==> src/rtl/ooop_types_pkg.sv <==
// Shared out-of-order pipeline types: ROB tag space and branch checkpoint records.
`default_nettype none

package ooop_types;

    localparam int ROB_DEPTH  = 32;
    localparam int ROB_W      = $clog2(ROB_DEPTH);
    localparam int DEF_MAX_BR = 4;
    localparam int BR_W       = $clog2(DEF_MAX_BR);

    typedef enum logic [1:0] {
        CK_IDLE    = 2'd0,
        CK_RECOVER = 2'd1,
        CK_DRAIN   = 2'd2
    } ckpt_state_e;

    typedef struct packed {
        logic             valid;
        logic             resolved;
        logic [ROB_W-1:0] tag;
    } ckpt_entry_t;

endpackage

`default_nettype wire

==> src/rtl/branch_ckpt_ctrl_queue.sv <==
// In-order checkpoint queue: tail push, resolve CAM, head pop and mispredict truncation.
`default_nettype none

module ckpt_queue
    import ooop_types::*;
#(
    parameter int  MAX_BR = 4,
    parameter int  TAG_W  = ooop_types::ROB_W,
    localparam int QB_W   = $clog2(MAX_BR),
    localparam int CNT_W  = $clog2(MAX_BR + 1)
) (
    input  logic             clk,
    input  logic             rst_n,
    input  logic             flush,
    input  logic             push,
    input  logic [TAG_W-1:0] push_tag,
    input  logic             resolve_valid,
    input  logic [TAG_W-1:0] resolve_tag,
    input  logic             resolve_mispredict,
    output logic             mp_accept,
    output logic [CNT_W-1:0] count
);

    ckpt_entry_t            entries [MAX_BR];
    logic [QB_W-1:0]        head;
    logic [QB_W-1:0]        tail;
    logic                   hit;
    logic [QB_W-1:0]        hit_idx;
    logic [QB_W-1:0]        hit_off;
    logic [QB_W-1:0]        off;
    logic [MAX_BR-1:0]      squash;
    logic                   pop;

    always_comb begin
        hit     = 1'b0;
        hit_idx = '0;
        squash  = '0;
        off     = '0;
        for (int i = 0; i < MAX_BR; i++) begin
            if (!hit && entries[i].valid && entries[i].tag == resolve_tag) begin
                hit     = 1'b1;
                hit_idx = QB_W'(i);
            end
        end
        hit_off = hit_idx - head;
        // Age is the distance from head; anything farther than the hit is younger.
        for (int i = 0; i < MAX_BR; i++) begin
            off       = QB_W'(i) - head;
            squash[i] = off > hit_off;
        end
        pop       = entries[head].valid & entries[head].resolved;
        mp_accept = resolve_valid & resolve_mispredict & hit & ~flush;
    end

    always_ff @(posedge clk) begin
        if (!rst_n || flush) begin
            for (int i = 0; i < MAX_BR; i++) begin
                entries[i] <= '0;
            end
            head  <= '0;
            tail  <= '0;
            count <= '0;
        end else begin
            if (resolve_valid && hit) begin
                entries[hit_idx].resolved <= 1'b1;
            end
            if (mp_accept) begin
                for (int i = 0; i < MAX_BR; i++) begin
                    if (squash[i]) begin
                        entries[i].valid <= 1'b0;
                    end
                end
                tail  <= hit_idx + 1'b1;
                count <= CNT_W'(hit_off) + 1'b1 - CNT_W'(pop);
            end else begin
                if (push) begin
                    entries[tail] <= '{valid: 1'b1, resolved: 1'b0, tag: push_tag};
                    tail          <= tail + 1'b1;
                end
                count <= count + CNT_W'(push) - CNT_W'(pop);
            end
            if (pop) begin
                entries[head].valid <= 1'b0;
                head                <= head + 1'b1;
            end
        end
    end

endmodule

`default_nettype wire

==> src/rtl/branch_ckpt_ctrl.sv <==
// Branch checkpoint controller: slot grant/stall, mispredict recovery FSM and drain window.
// Optional OOOP_CKPT_PERF_EN adds saturating mispredict and stall-cycle counters.
`default_nettype none

module branch_ckpt_ctrl
    import ooop_types::*;
#(
    parameter int  ROB_DEPTH    = ooop_types::ROB_DEPTH,
    parameter int  MAX_BR       = 4,
    parameter int  DRAIN_CYCLES = 2,
    localparam int TAG_W        = $clog2(ROB_DEPTH),
    localparam int CNT_W        = $clog2(MAX_BR + 1),
    localparam int DR_W         = (DRAIN_CYCLES > 1) ? $clog2(DRAIN_CYCLES) : 1
) (
    input  logic             clk,
    input  logic             rst_n,
    input  logic             flush_i,
    input  logic             br_rename_valid_i,
    input  logic [TAG_W-1:0] br_rename_tag_i,
    output logic             br_stall_o,
    output logic             ckpt_take_o,
    output logic [TAG_W-1:0] ckpt_tag_o,
    input  logic             resolve_valid_i,
    input  logic [TAG_W-1:0] resolve_tag_i,
    input  logic             resolve_mispredict_i,
    output logic             recover_o,
    output logic [TAG_W-1:0] recover_tag_o,
    output logic             rename_block_o,
`ifdef OOOP_CKPT_PERF_EN
    output logic [31:0]      perf_mispredict_o,
    output logic [31:0]      perf_stall_o,
`endif
    output logic [CNT_W-1:0] outstanding_o
);

    ckpt_state_e       state;
    ckpt_state_e       state_next;
    logic [DR_W-1:0]   drain_cnt;
    logic [DR_W-1:0]   drain_cnt_next;
    logic              mp_accept;

    ckpt_queue #(
        .MAX_BR (MAX_BR),
        .TAG_W  (TAG_W)
    ) u_queue (
        .clk                (clk),
        .rst_n              (rst_n),
        .flush              (flush_i),
        .push               (ckpt_take_o),
        .push_tag           (br_rename_tag_i),
        .resolve_valid      (resolve_valid_i),
        .resolve_tag        (resolve_tag_i),
        .resolve_mispredict (resolve_mispredict_i),
        .mp_accept          (mp_accept),
        .count              (outstanding_o)
    );

    assign br_stall_o     = (outstanding_o == CNT_W'(MAX_BR));
    assign rename_block_o = (state != CK_IDLE);
    assign recover_o      = (state == CK_RECOVER);
    // A branch renaming alongside a mispredict is younger and loses its tag on recovery.
    assign ckpt_take_o    = br_rename_valid_i & ~br_stall_o & ~rename_block_o & ~mp_accept;
    assign ckpt_tag_o     = br_rename_tag_i;

    always_ff @(posedge clk) begin
        if (!rst_n) begin
            state         <= CK_IDLE;
            drain_cnt     <= '0;
            recover_tag_o <= '0;
        end else begin
            state     <= state_next;
            drain_cnt <= drain_cnt_next;
            if (mp_accept) begin
                recover_tag_o <= resolve_tag_i;
            end
        end
    end

    always_comb begin
        state_next     = state;
        drain_cnt_next = drain_cnt;
        if (flush_i) begin
            state_next     = CK_IDLE;
            drain_cnt_next = '0;
        end else if (mp_accept) begin
            state_next = CK_RECOVER;
        end else begin
            case (state)
                CK_RECOVER: begin
                    state_next     = CK_DRAIN;
                    drain_cnt_next = DR_W'(DRAIN_CYCLES - 1);
                end
                CK_DRAIN: begin
                    if (drain_cnt == '0) begin
                        state_next = CK_IDLE;
                    end else begin
                        drain_cnt_next = drain_cnt - 1'b1;
                    end
                end
                default: state_next = CK_IDLE;
            endcase
        end
    end

`ifdef OOOP_CKPT_PERF_EN
    always_ff @(posedge clk) begin
        if (!rst_n) begin
            perf_mispredict_o <= '0;
            perf_stall_o      <= '0;
        end else begin
            if (mp_accept && perf_mispredict_o != '1) begin
                perf_mispredict_o <= perf_mispredict_o + 32'd1;
            end
            if (br_rename_valid_i && br_stall_o && perf_stall_o != '1) begin
                perf_stall_o <= perf_stall_o + 32'd1;
            end
        end
    end
`endif

endmodule

`default_nettype wire

==> config.mk <==
export PLATFORM = sky130hd
export DESIGN_NAME = branch_ckpt_ctrl
export DESIGN_NICKNAME = d
export VERILOG_FILES = /design/src/rtl/ooop_types_pkg.sv /design/src/rtl/branch_ckpt_ctrl_queue.sv /design/src/rtl/branch_ckpt_ctrl.sv
export SDC_FILE = /design/constraint.sdc
export NUM_CORES = 1
export LEC_CHECK = 0
export ABC_CLOCK_PERIOD_IN_PS = 3700
export CORE_ASPECT_RATIO = 1.1
export CORE_MARGIN = 3
export CORE_UTILIZATION = 55
export CTS_CLUSTER_SIZE = 8
export DETAILED_ROUTE_END_ITERATION = 10
export HOLD_SLACK_MARGIN = 0.03
export PLACE_DENSITY_LB_ADDON = 0.12
export SYNTH_ARGS = -nofsm -noshare
export SYNTH_HDL_FRONTEND = slang
export SYNTH_HIERARCHICAL = 1
export SYNTH_SLANG_ARGS = --single-unit
==> constraint.sdc <==
create_clock -name clk -period 3.7 [get_ports clk]
set_input_delay 0.555 -clock clk [delete_from_list [all_inputs] [get_ports clk]]
set_output_delay 0.555 -clock clk [all_outputs]
set_load 0.02 [all_outputs]
# After elaboration in Yosys (flattened, before gate mapping)
# Memory sizes are Yosys's and may differ from the RTL's. A register that Yosys moved wholly into a read port is not among the register bits.
# Index checks and enable logic that the tools add are counted.
[op_classes]
n_addsub = 13
n_mul = 0
div_mod_pow = 0
n_lt_le_gt_ge = 4
eq_ne = 10
n_shift = 0
muxes = 52
bitwise = 22
reduce_logical = 20
[op_table]
columns = ["op", "n"]
rows = [
  ["$mux W1", 39],
  ["$eq A5 B5 Y1", 4],
  ["$mux W2", 9],
  ["$and A1 B1 Y1", 10],
  ["$gt A2 B2 Y1", 4],
  ["$logic_and A1 B1 Y1", 8],
  ["$mux W7", 1],
  ["$not A1 Y1", 7],
  ["$reduce_or A7 Y1", 1],
  ["$add A2 B1 Y2 const B", 3],
  ["$reduce_bool A2 Y1", 3],
  ["$sub A3 B1 Y3", 2],
  ["$logic_not A1 Y1", 4],
  ["$or A1 B1 Y1", 4],
  ["$pmux W2 S2", 1],
  ["$sub A1 B2 Y2 const A", 2],
  ["$sub A2 B2 Y2 const A", 2],
  ["$add A2 B1 Y3 const B", 1],
  ["$add A3 B1 Y3", 1],
  ["$eq A3 B3 Y1 const B", 1],
  ["$mux W3", 1],
  ["$ne A3 B3 Y1 const B", 1],
  ["$reduce_or A3 Y1", 1],
  ["$eq A2 B1 Y1 const B", 1],
  ["other kinds (10)", 10],
]
[totals]
reg_bits = 15
latch_bits = 0
ramBits = 28
mem_bits_ro = 0
out_inout_bits = 17
word_cells = 129
n_memories = 1
[mem_list]
columns = ["memory", "words", "word_bits", "rd", "rd_clocked_by_memory_dff", "write_ports", "line_no", "text"]
rows = [
  ["u_queue.entries", 4, 7, 5, 1, 6, "branch_ckpt_ctrl_queue.sv:24", "ckpt_entry_t entries [MAX_BR];"],
]

# Longest topological paths before layout
# Gate-level depths: netlist of the first run.
# An unclocked memory read counts as a cell.
[depth]
ltp_word = 27
mapped_depth = 17
depth_no_buf = 16

# Cells and area by module
# The synthesis of the first run kept the hierarchy.
[modules_own_cells]
columns = ["module", "n_inst", "cells_each", "area_per_inst_um2", "seq_area_each_um2"]
rows = [
  ["ckpt_queue", 1, 217, 2184.6, 940.9],
  ["branch_ckpt_ctrl", 1, 43, 425.4, 160.2],
]

# Worst setup path before layout of the first run
# OpenSTA, ideal clock, no wires.
[synth_timing]
kind = "input to register"
start = "input port resolve_tag_i[3]"
end = "memory u_queue/entries[0][0] (netlist name) (enable)"
setup_time_ns = 0.321
arrival_ns = 3.484
required_ns = 3.379
slack_ns = -0.105
stages = 10
path_buffers = 1
path_cell_list = "xor2_1 nor4_1 and3_1 o41ai_2 inv_2 buf_6 nor3_1 nand2_1 nor4_1 nand2b_1"
[synth_rtl]
columns = ["element", "line_no", "text"]
rows = [
  ["start, declared", "branch_ckpt_ctrl.sv:24", "input logic [TAG_W-1:0] resolve_tag_i,"],
  ["end, declared", "branch_ckpt_ctrl_queue.sv:24", ""],
]

# Worst setup path in the final report of the first run
[layout_timing]
start = "input port resolve_tag_i[3]"
end = "register u_queue.count[2]"
[layout_between]
elab_chain_cells = 22
word_cells_on_any_way = 31
classes_between = "5 x add/sub; 4 x eq/ne; 8 x mux; 4 x bitwise; 10 x reduce/logical"
[layout_lines]
columns = ["element", "line_no", "text"]
rows = [
  ["$eq A5 B5 Y1", "branch_ckpt_ctrl_queue.sv:40", "if (!hit && entries[i].valid && entries[i].tag == resolve_tag) begin"],
  ["$logic_and A1 B1 Y1", "branch_ckpt_ctrl_queue.sv:40", ""],
  ["$mux W1", "branch_ckpt_ctrl_queue.sv:40", ""],
  ["$logic_not A1 Y1", "branch_ckpt_ctrl_queue.sv:40", ""],
  ["$logic_and A1 B1 Y1 (2 in a row)", "branch_ckpt_ctrl_queue.sv:40", ""],
  ["$mux W1", "branch_ckpt_ctrl_queue.sv:40", ""],
  ["$logic_not A1 Y1", "branch_ckpt_ctrl_queue.sv:40", ""],
  ["$logic_and A1 B1 Y1 (2 in a row)", "branch_ckpt_ctrl_queue.sv:40", ""],
  ["[4 not listed]", "n/a", ""],
  ["$mux W1 *", "branch_ckpt_ctrl_queue.sv:40", ""],
  ["$and A1 B1 Y1 * (2 in a row)", "branch_ckpt_ctrl_queue.sv:52", "mp_accept = resolve_valid & resolve_mispredict & hit & ~flush;"],
  ["net mp_accept", "branch_ckpt_ctrl.sv:40", "logic mp_accept;"],
  ["$not A1 Y1 (no line)", "n/a", ""],
  ["$and A1 B1 Y1", "branch_ckpt_ctrl.sv:62", "assign ckpt_take_o = br_rename_valid_i & ~br_stall_o & ~rename_block_o & ~mp_accept;"],
  ["$add A3 B1 Y3", "branch_ckpt_ctrl_queue.sv:80", "count <= count + CNT_W'(push) - CNT_W'(pop);"],
  ["$sub A3 B1 Y3", "branch_ckpt_ctrl_queue.sv:80", ""],
  ["$mux W3 *", "branch_ckpt_ctrl_queue.sv:67", "if (mp_accept) begin"],
  ["end signal, assigned", "branch_ckpt_ctrl_queue.sv:74", "count <= CNT_W'(hit_off) + 1'b1 - CNT_W'(pop);"],
  ["end signal, assigned", "branch_ckpt_ctrl_queue.sv:80", ""],
  ["end, declared", "branch_ckpt_ctrl_queue.sv:21", "output logic [CNT_W-1:0] count"],
]
# Mark *: on every way through the listed nets, which the timed path passes. The rest lies on a longest branch.
# A chain may end at the register's enable or synchronous reset.

==> reports/results.ini, run 1 <==
[outcome]
outcome = finished clean

[global_routing]
grt_pass1_wl_um = 10400
grt_overflow = 0
antenna_found_initial = 0
grt.total_usage_pct = 24.2
grt_max_degree = 17
grt_pass1_vias = 2078

[routing]
drtAntennaViolNets = 0
route.detailed.drc = 0
viasPerCell = 5.50
drt-total-wl_um = 6200
wl_per_cell_um = 16.5
drtPass1Iterations = 4
drtIter0Drc = 126
vias = 2073

[yosys]
post_synth_num_cell_types = 48
ys_async_sr_fraction_pct = 0
synth_edf_count = 20
ys_seq_area_share_pct = 42.2
syn_inst = 260
synth_flop_cell = dfxtp_1
synth_fp_nets = 291
netlist_area_mm2 = 0.00261
syn_area_per_cell_um2 = 10.0
synth_seq_cells = 45
synth-warning-count = 6

[critical_path]
path_cells = dlygate4sd2_1 -> buf_4 -> xor2_1 -> nor4_2 -> and3_1 -> o41ai_4 -> inv_2 -> nor3_2 -> buf_4 -> ha_1 -> inv_1 -> fa_1 -> xnor2_1 -> xnor2_1 -> nand2_1 -> a21oi_1
crit_path_start = resolve_tag_i[3]
cp-start-kind = input pin
rrSetupSlack_ns = 0.53
crit_fanout = 5
worstPathArrival_ns = 3.60
worstPathRequired_ns = 3.93
crit_slowest_cell = o41ai_4
path_class = input pin to flop
rr_worst_depth = 16
regToRegEndpoint = u_queue/entries[1][6]
r2r_start = u_queue/entries[3][1]
critPathCapture = u_queue/count[2]
max_stage_delay_ns = 0.42
end_kind = flop

[timing]
fmax_ghz = 0.297
holdWs_ns = 0.479
maxSlewHeadroom_pct = 67.8
setup_viol = 0
final_max_slew_viol_count = 0
fin_skew_ns = 0.00847
hold_violations = 0
post-route-min-period_ns = 3.37
worst_pin_slew_ns = 0.477
period_share_pct = 91.0
grt_setup_unrepaired = no

[cts]
hold_buffers = 0
htreeDepth = 2
clk_latency_ns = 0.31
numCtsBuffers = 5
cts_tree = yes
post-cts-setup-buffer-count = 0
cts-root-buf = clkbuf_8
numClockSinks = 45
clock_tree.buffer_depth = 2
clk_pin_slew_worst_paths_ns = 0.09

[hold_path]
hold_path_class = flop to flop
min-delay-start = u_queue/entries[0][5]

[place]
io_buffers = 32
dp_hpwl_um = 4710
place_congestion = 0.906
post_dp_cell_area_mm2 = 0.00318

[cells_and_area]
synthToLayoutAreaGrowth_pct = 27.6
drive_above_1_share_pct = 20.1
nets = 353
final_area_mm2 = 0.00333
diodes = 0

[floorplanning]
rows = 25
die_h_um = 78.3
initial_core_util_pct = 58.8
io_pins = 33
die_w_um = 71.7
die_area_mm2 = 0.00561
coreArea_mm2 = 0.00444

[power_and_ir_drop]
p_per_area_mw_per_mm2 = 291
peakVddDrop_uv = 281
power.leakage_uw = 0.00138

[run]
cap_violations = 0

[kinds of logic (layout without fill, tap and decap cells)]
logic type,after synthesis,after routing,share of synthesized area [%]
AO/OA/AOI/OAI,35,35,11.0
adder cells (fa/ha/maj),16,16,7.86
XOR/XNOR,28,28,9.40
multiplexers,7,7,2.88
flip-flops,45,45,42.2
buffers and inverters,25,88,4.75
AND/OR/NAND/NOR,104,104,21.9
[synth_stat cells (6+ instances only)]
| cell type | number | area [um^2] |
|---|---|---|
| and2_1 | 21 | 131 |
| nor2b_1 | 7 | 43.8 |
| nand2b_1 | 7 | 43.8 |
| dfxtp_1 | 25 | 500 |
| xor2_1 | 19 | 166 |
| ha_1 | 14 | 175 |
| nand2_1 | 19 | 71.3 |
| mux2i_1 | 6 | 60.1 |
| nor2_1 | 22 | 82.6 |
| a21oi_1 | 8 | 40.0 |
| nand3_1 | 8 | 40.0 |
| inv_1 | 15 | 56.3 |
| xnor2_1 | 9 | 78.8 |
| buf_4 | 6 | 45.0 |
| edfxtp_1 | 20 | 601 |
[timing repair]
action	4_1_cts	5_1_grt
gates resized for setup	5	11
pin swaps	0	3
endpoints found under the setup margin	3	8
[registers in the layout, indices dropped and copies added (netlist names), named ones only]
register	flops
u_queue/head	2
u_queue/entries	28
u_queue/tail	2
drain_cnt	1
state	2
u_queue/count	3
recover_tag_o	5
[power by group]
group          switching, uW  internal [uW]  leakage [uW]
clock                    179            134     0.0000445
sequential              9.31            532      0.000425
combinational           59.1           54.3      0.000914
total                    248            720       0.00138
[per-stage QoR]
stage | instances | setup WS, ns | TNS (ns) | power, uW | util (%)
CTS | 377 | 0.0189 | 0 | 972 | 74.1
global route | 377 | 0.126 | 0 | 1000 | 75.0
floorplan | 260 | 0.224 | 0 | 601 | -
finish | 377 | 0.332 | 0 | 968 | 75.0
detailed placement | 369 | -0.335 | -2.84 | 660 | 71.6
global placement | 369 | -0.230 | -1.69 | 657 | 71.6
[worst min path at each step]
stage	endpoint	slack (ns)	cells after the start
floorplan	u_queue/entries[0][5]	0.44	2
global placement	u_queue/entries[2][5]	0.45	2
detailed placement	u_queue/entries[2][5]	0.47	2
CTS	u_queue/entries[2][5]	0.49	2
global route	u_queue/entries[2][5]	0.53	2
finish	u_queue/entries[0][5]	0.48	2
[worst max-delay path, delay by kind of cell]
kind / cells / cell delay, ns
xor gates and xnor gates: 3 / 0.56
AOI/OAI and AO/OA: 2 / 0.56
buffers and inverters: 5 / 0.82
adders and majority gates: 2 / 0.51
and+or+nand+nor: 4 / 0.58
[placed cells by master (no fill, tap or decap), drive strengths merged, types with 14 or more instances in the layout]
cell	netlist	routed
inv	16	17
buf	8	32
edfxtp	20	20
ha	14	14
xor2	19	19
dfxtp	25	25
clkdlybuf4s50	0	26
nand2	19	19
nor2	22	22
and2	21	21
[metal layers]
metal	wire length (um)	track usage [%]
met1	2690	32.3
met2	3030	39.4
met3	354	4.61
met4	129	7.89
met5	0	0
[final cells by class]
type | count | area, um^2
multi-input combinational | 190 | 1440
fill | 339 | 1110
sequential | 45 | 1100
timing repair buffer | 64 | 568
clock buffer | 5 | 68.8
tap | 54 | 67.6
inverter | 16 | 60.1
clock inverter | 3 | 21.3
Power figures use the tool's default switching activity.
==> inputs of run 2 (changes only) <==
ABC_AREA = 1   (was not set)
CAP_MARGIN = 20   (was not set)
==> run 2 against run 1 <==
Sequential share of layout area increased by 0.78 points; worst setup slack worse by 0.022 ns; via count increased by 16%; register-to-register slack better by 0.27 ns.
==> reports/results.ini, run 2 <==
[timing]
worst_pin_slew_ns = 0.337  ; was 0.477 ns
setup_tns_ns = 0  ; unchanged
setup_viol = 0  ; unchanged
final_max_slew_viol_count = 0  ; unchanged
layout_setup_ws_ns = 0.310  ; was 0.332 ns
grt_setup_unrepaired = no  ; unchanged
hold_violations = 0  ; unchanged
post-route-min-period_ns = 3.39  ; was 3.37 ns
period_share_pct = 91.6  ; was 91.0%
maxSlewHeadroom_pct = 77.5  ; was 67.8%
fmax_ghz = 0.295  ; was 0.297 GHz
fin_skew_ns = 0.00325  ; was 0.00847 ns

[global_routing]
grt.total_usage_pct = 23.2  ; was 24.2%
antenna_found_initial = 0  ; unchanged
met2_usage_pct = 41.7  ; was 39.4%
grt_overflow = 0  ; unchanged
globalRouteMet3Util_pct = 3.50  ; was 4.61%
use_met1_pct = 27.9  ; was 32.3%
grt-busiest-layer = met2  ; unchanged
grt_max_degree = 16  ; was 17
grt_pass1_wl_um = 10600  ; was 10400 um
grt_pass1_vias = 2349  ; was 2078

[power_and_ir_drop]
clkPwrFrac_pct = 35.5  ; was 32.4%
p_per_area_mw_per_mm2 = 311  ; was 291 mW/mm^2
seqPwrFrac_pct = 53.4  ; was 55.9%
pwr-share-comb_pct = 11.1  ; was 11.7%
p_int_uw = 776  ; was 720 uW
power.leakage_uw = 0.00149  ; was 0.00138 uW
total_power_uw = 1010  ; was 968 uW
switching_power_uw = 238  ; was 248 uW
peakVddDrop_uv = 185  ; was 281 uV
power_switching_share_pct = 23.4  ; was 25.6%

[routing]
drtIter0Drc = 172  ; was 126
vias = 2401  ; was 2073
drtPass1Iterations = 4  ; unchanged
viasPerCell = 5.07  ; was 5.50
drtAntennaViolNets = 0  ; unchanged
drt-total-wl_um = 6360  ; was 6200 um
route.detailed.drc = 0  ; unchanged
wl_per_cell_um = 13.4  ; was 16.5 um

[floorplanning]
coreArea_mm2 = 0.00475  ; was 0.00444 mm^2
die_w_um = 73.6  ; was 71.7 um
initial_core_util_pct = 58.2  ; was 58.8%
rows = 26  ; was 25
die_area_mm2 = 0.00591  ; was 0.00561 mm^2
die_h_um = 80.3  ; was 78.3 um
io_pins = 33  ; unchanged

[yosys]
synth-warning-count = 6  ; unchanged
synth_edf_count = 20  ; unchanged
synth_top_area_share_pct = 21.7  ; was 23.0%
syn_area_per_cell_um2 = 7.29  ; was 10.0 um^2
ys_async_sr_fraction_pct = 0  ; unchanged
syn_inst = 379  ; was 260
yosysTopAreaCell = edfxtp_1  ; unchanged
yosys-top-cells-area = edfxtp_1 (22%), dfxtp_1 (18%), nand2_1 (13%), nor2_1 (8.6%), inv_1 (8.3%)  ; was edfxtp_1 (23%), dfxtp_1 (19%), ha_1 (6.7%), xor2_1 (6.4%), and2_1 (5.0%)
synth.most_common_cell = nand2_1  ; was dfxtp_1
synth_seq_cells = 45  ; unchanged
netlist_area_mm2 = 0.00276  ; was 0.00261 mm^2
post_synth_num_cell_types = 36  ; was 48
synth_flop_cell = dfxtp_1  ; unchanged
ys_seq_area_share_pct = 39.9  ; was 42.2%
synth_fp_nets = 410  ; was 291
synth_common_cells = nand2_1 (95), nor2_1 (63), inv_1 (61)  ; was dfxtp_1 (25), nor2_1 (22), and2_1 (21)

[place]
io_buffers = 32  ; unchanged
post_dp_cell_area_mm2 = 0.00315  ; was 0.00318 mm^2
place_congestion = 0.927  ; was 0.906
dp_hpwl_um = 4940  ; was 4710 um
dp_slack_ns = 0.000467  ; was -0.335 ns

[cts]
numCtsBuffers = 5  ; unchanged
clk_latency_ns = 0.29  ; was 0.31 ns
post-cts-setup-buffer-count = 0  ; unchanged
cts-root-buf = clkbuf_8  ; unchanged
clock_tree.buffer_depth = 2  ; unchanged
numClockSinks = 45  ; unchanged
clk_pin_slew_worst_paths_ns = 0.08  ; was 0.09 ns
htreeDepth = 2  ; unchanged
cts_tree = yes  ; unchanged

[critical_path]
path_cells = clkdlybuf4s50_1 -> inv_2 -> nand2_1 -> nand2_1 -> nor2_1 -> nand3_2 -> inv_1 -> nand4_1 -> nand2_1 -> inv_1 -> ha_1 -> xor2_1 -> inv_1 -> nand3_1 -> nand2_2 -> inv_2 -> ha_1 -> or2_2 -> nand2_1 -> nand2_1 -> nand2_1 -> a21oi_1  ; was dlygate4sd2_1 -> buf_4 -> xor2_1 -> nor4_2 -> and3_1 -> o41ai_4 -> inv_2 -> nor3_2 -> buf_4 -> ha_1 -> inv_1 -> fa_1 -> xnor2_1 -> xnor2_1 -> nand2_1 -> a21oi_1
regToRegEndpoint = u_queue/entries[3][6]  ; was u_queue/entries[1][6]
max_stage_delay_ns = 0.64  ; was 0.42 ns
cp_common_cell = nand2_1
r2r_start = u_queue/entries[0][1]  ; was u_queue/entries[3][1]
rrSetupSlack_ns = 0.80  ; was 0.53 ns
path_class = input pin to flop  ; unchanged
worstPathArrival_ns = 3.57  ; was 3.60 ns
cp-start-kind = input pin  ; unchanged
rr_worst_depth = 19  ; was 16
crit_fanout = 7  ; was 5
worstPathRequired_ns = 3.88  ; was 3.93 ns
crit_slowest_cell = clkdlybuf4s50_1  ; was o41ai_4
end_kind = flop  ; unchanged

[hold_path]
min_path_cells = 2  ; unchanged
hold_end = recover_tag_o[0]  ; was u_queue/entries[0][5]
hold_path_class = flop to flop  ; unchanged
min-delay-start = recover_tag_o[0]  ; was u_queue/entries[0][5]

[outcome]
outcome = finished clean  ; unchanged

[cells_and_area]
largest_reg_flops = 28  ; unchanged
reg.largest.list = u_queue/entries (28), recover_tag_o (5), u_queue/count (3)  ; unchanged
nets = 448  ; was 353
layout_common_cells = nand2_1 (95), nor2_1 (63), inv_1 (61)  ; was buf_4 (32), clkdlybuf4s50_1 (26), dfxtp_1 (25)
final_area_mm2 = 0.00325  ; was 0.00333 mm^2
mostFrequentLayoutCell = nand2_1  ; was buf_4
largest_register = u_queue/entries  ; unchanged
final_util_pct = 68.5  ; was 75.0%
drive_above_1_share_pct = 10.8  ; was 20.1%
diodes = 0  ; unchanged
synthToLayoutAreaGrowth_pct = 17.8  ; was 27.6%

[run]
cap_violations = 0  ; unchanged

==> run 2: metrics by stage <==
step                      hold WS, ns  cells
after CTS                       0.508    474
after detailed placement        0.494    466
final                           0.509    474
after global routing            0.528    474
after global placement          0.482    466
after floorplan                 0.452    379
==> run 2: critical path, delay by kind of cell <==
family | cells | cell delay (ns)
adders and majority gates | 2 | 0.49
AOI/OAI and AO/OA | 1 | 0.07
xor gates and xnor gates | 1 | 0.16
and+or+nand+nor | 12 | 1.29
buffers and inverters | 6 | 1.00
==> run 2: layer usage <==
layer | vias up | part of all wire [%]
met3 | 13 | 4.3
li1 | 1248 | -
met1 | 1074 | 43
met2 | 66 | 51
met4 | 0 | 2.0
met5 | - | 0
==> run 2: kinds of logic after synthesis <==
group                    share of synthesized area (%)
AO/OA/AOI/OAI                                     7.07
buffers and inverters                             11.6
AND/OR/NAND/NOR                                   33.1
adder cells (fa/ha/maj)                           7.07
flip-flops                                        39.9
XOR/XNOR                                          1.27
==> run 2: what timing repair did <==
item / CTS / global route
setup endpoints to repair: 0 / 1
gates resized for setup: 0 / 1
hold buffers: 0 / 0
==> run 2: worst max-delay path by stage <==
stage | from | endpoint | slack [ns] | cells past startpoint
3_3_place_gp | resolve_tag_i[2] | u_queue/entries[3][6] | 0.09 | 22
3_5_place_dp | resolve_tag_i[2] | u_queue/entries[3][6] | 0.0005 | 21
6_report | resolve_tag_i[4] | u_queue/entries[3][6] | 0.31 | 22
2_1_floorplan | resolve_tag_i[0] | u_queue/count[2] | 0.81 | 16
4_1_cts | resolve_tag_i[2] | u_queue/entries[3][6] | 0.29 | 21
5_1_grt | resolve_tag_i[4] | u_queue/entries[3][6] | 0.007 | 22
==> run 2: layout make-up <==
type,count,area [um^2]
clock inverter,2,33.8
tap,56,70.1
clock buffer,6,72.6
sequential,45,1100
multi-input combinational,256,1340
inverter,71,269
timing repair buffer,38,368
fill,402,1500
==> run 2: power by group through the flow <==
stage          combinational (uW)  sequential (uW)  clock (uW)
2_1_floorplan                66.1              551           0
3_3_place_gp                  110              552           0
3_5_place_dp                  111              552           0
4_1_cts                       113              541         363
5_1_grt                       125              542         385
6_report                      112              541         360
==> inputs of run 3 (changes only) <==
CAP_MARGIN = 15   (was 20)
==> results of run 3 <==
No change in the layout: final DEF, timing and power equal those of run 2.
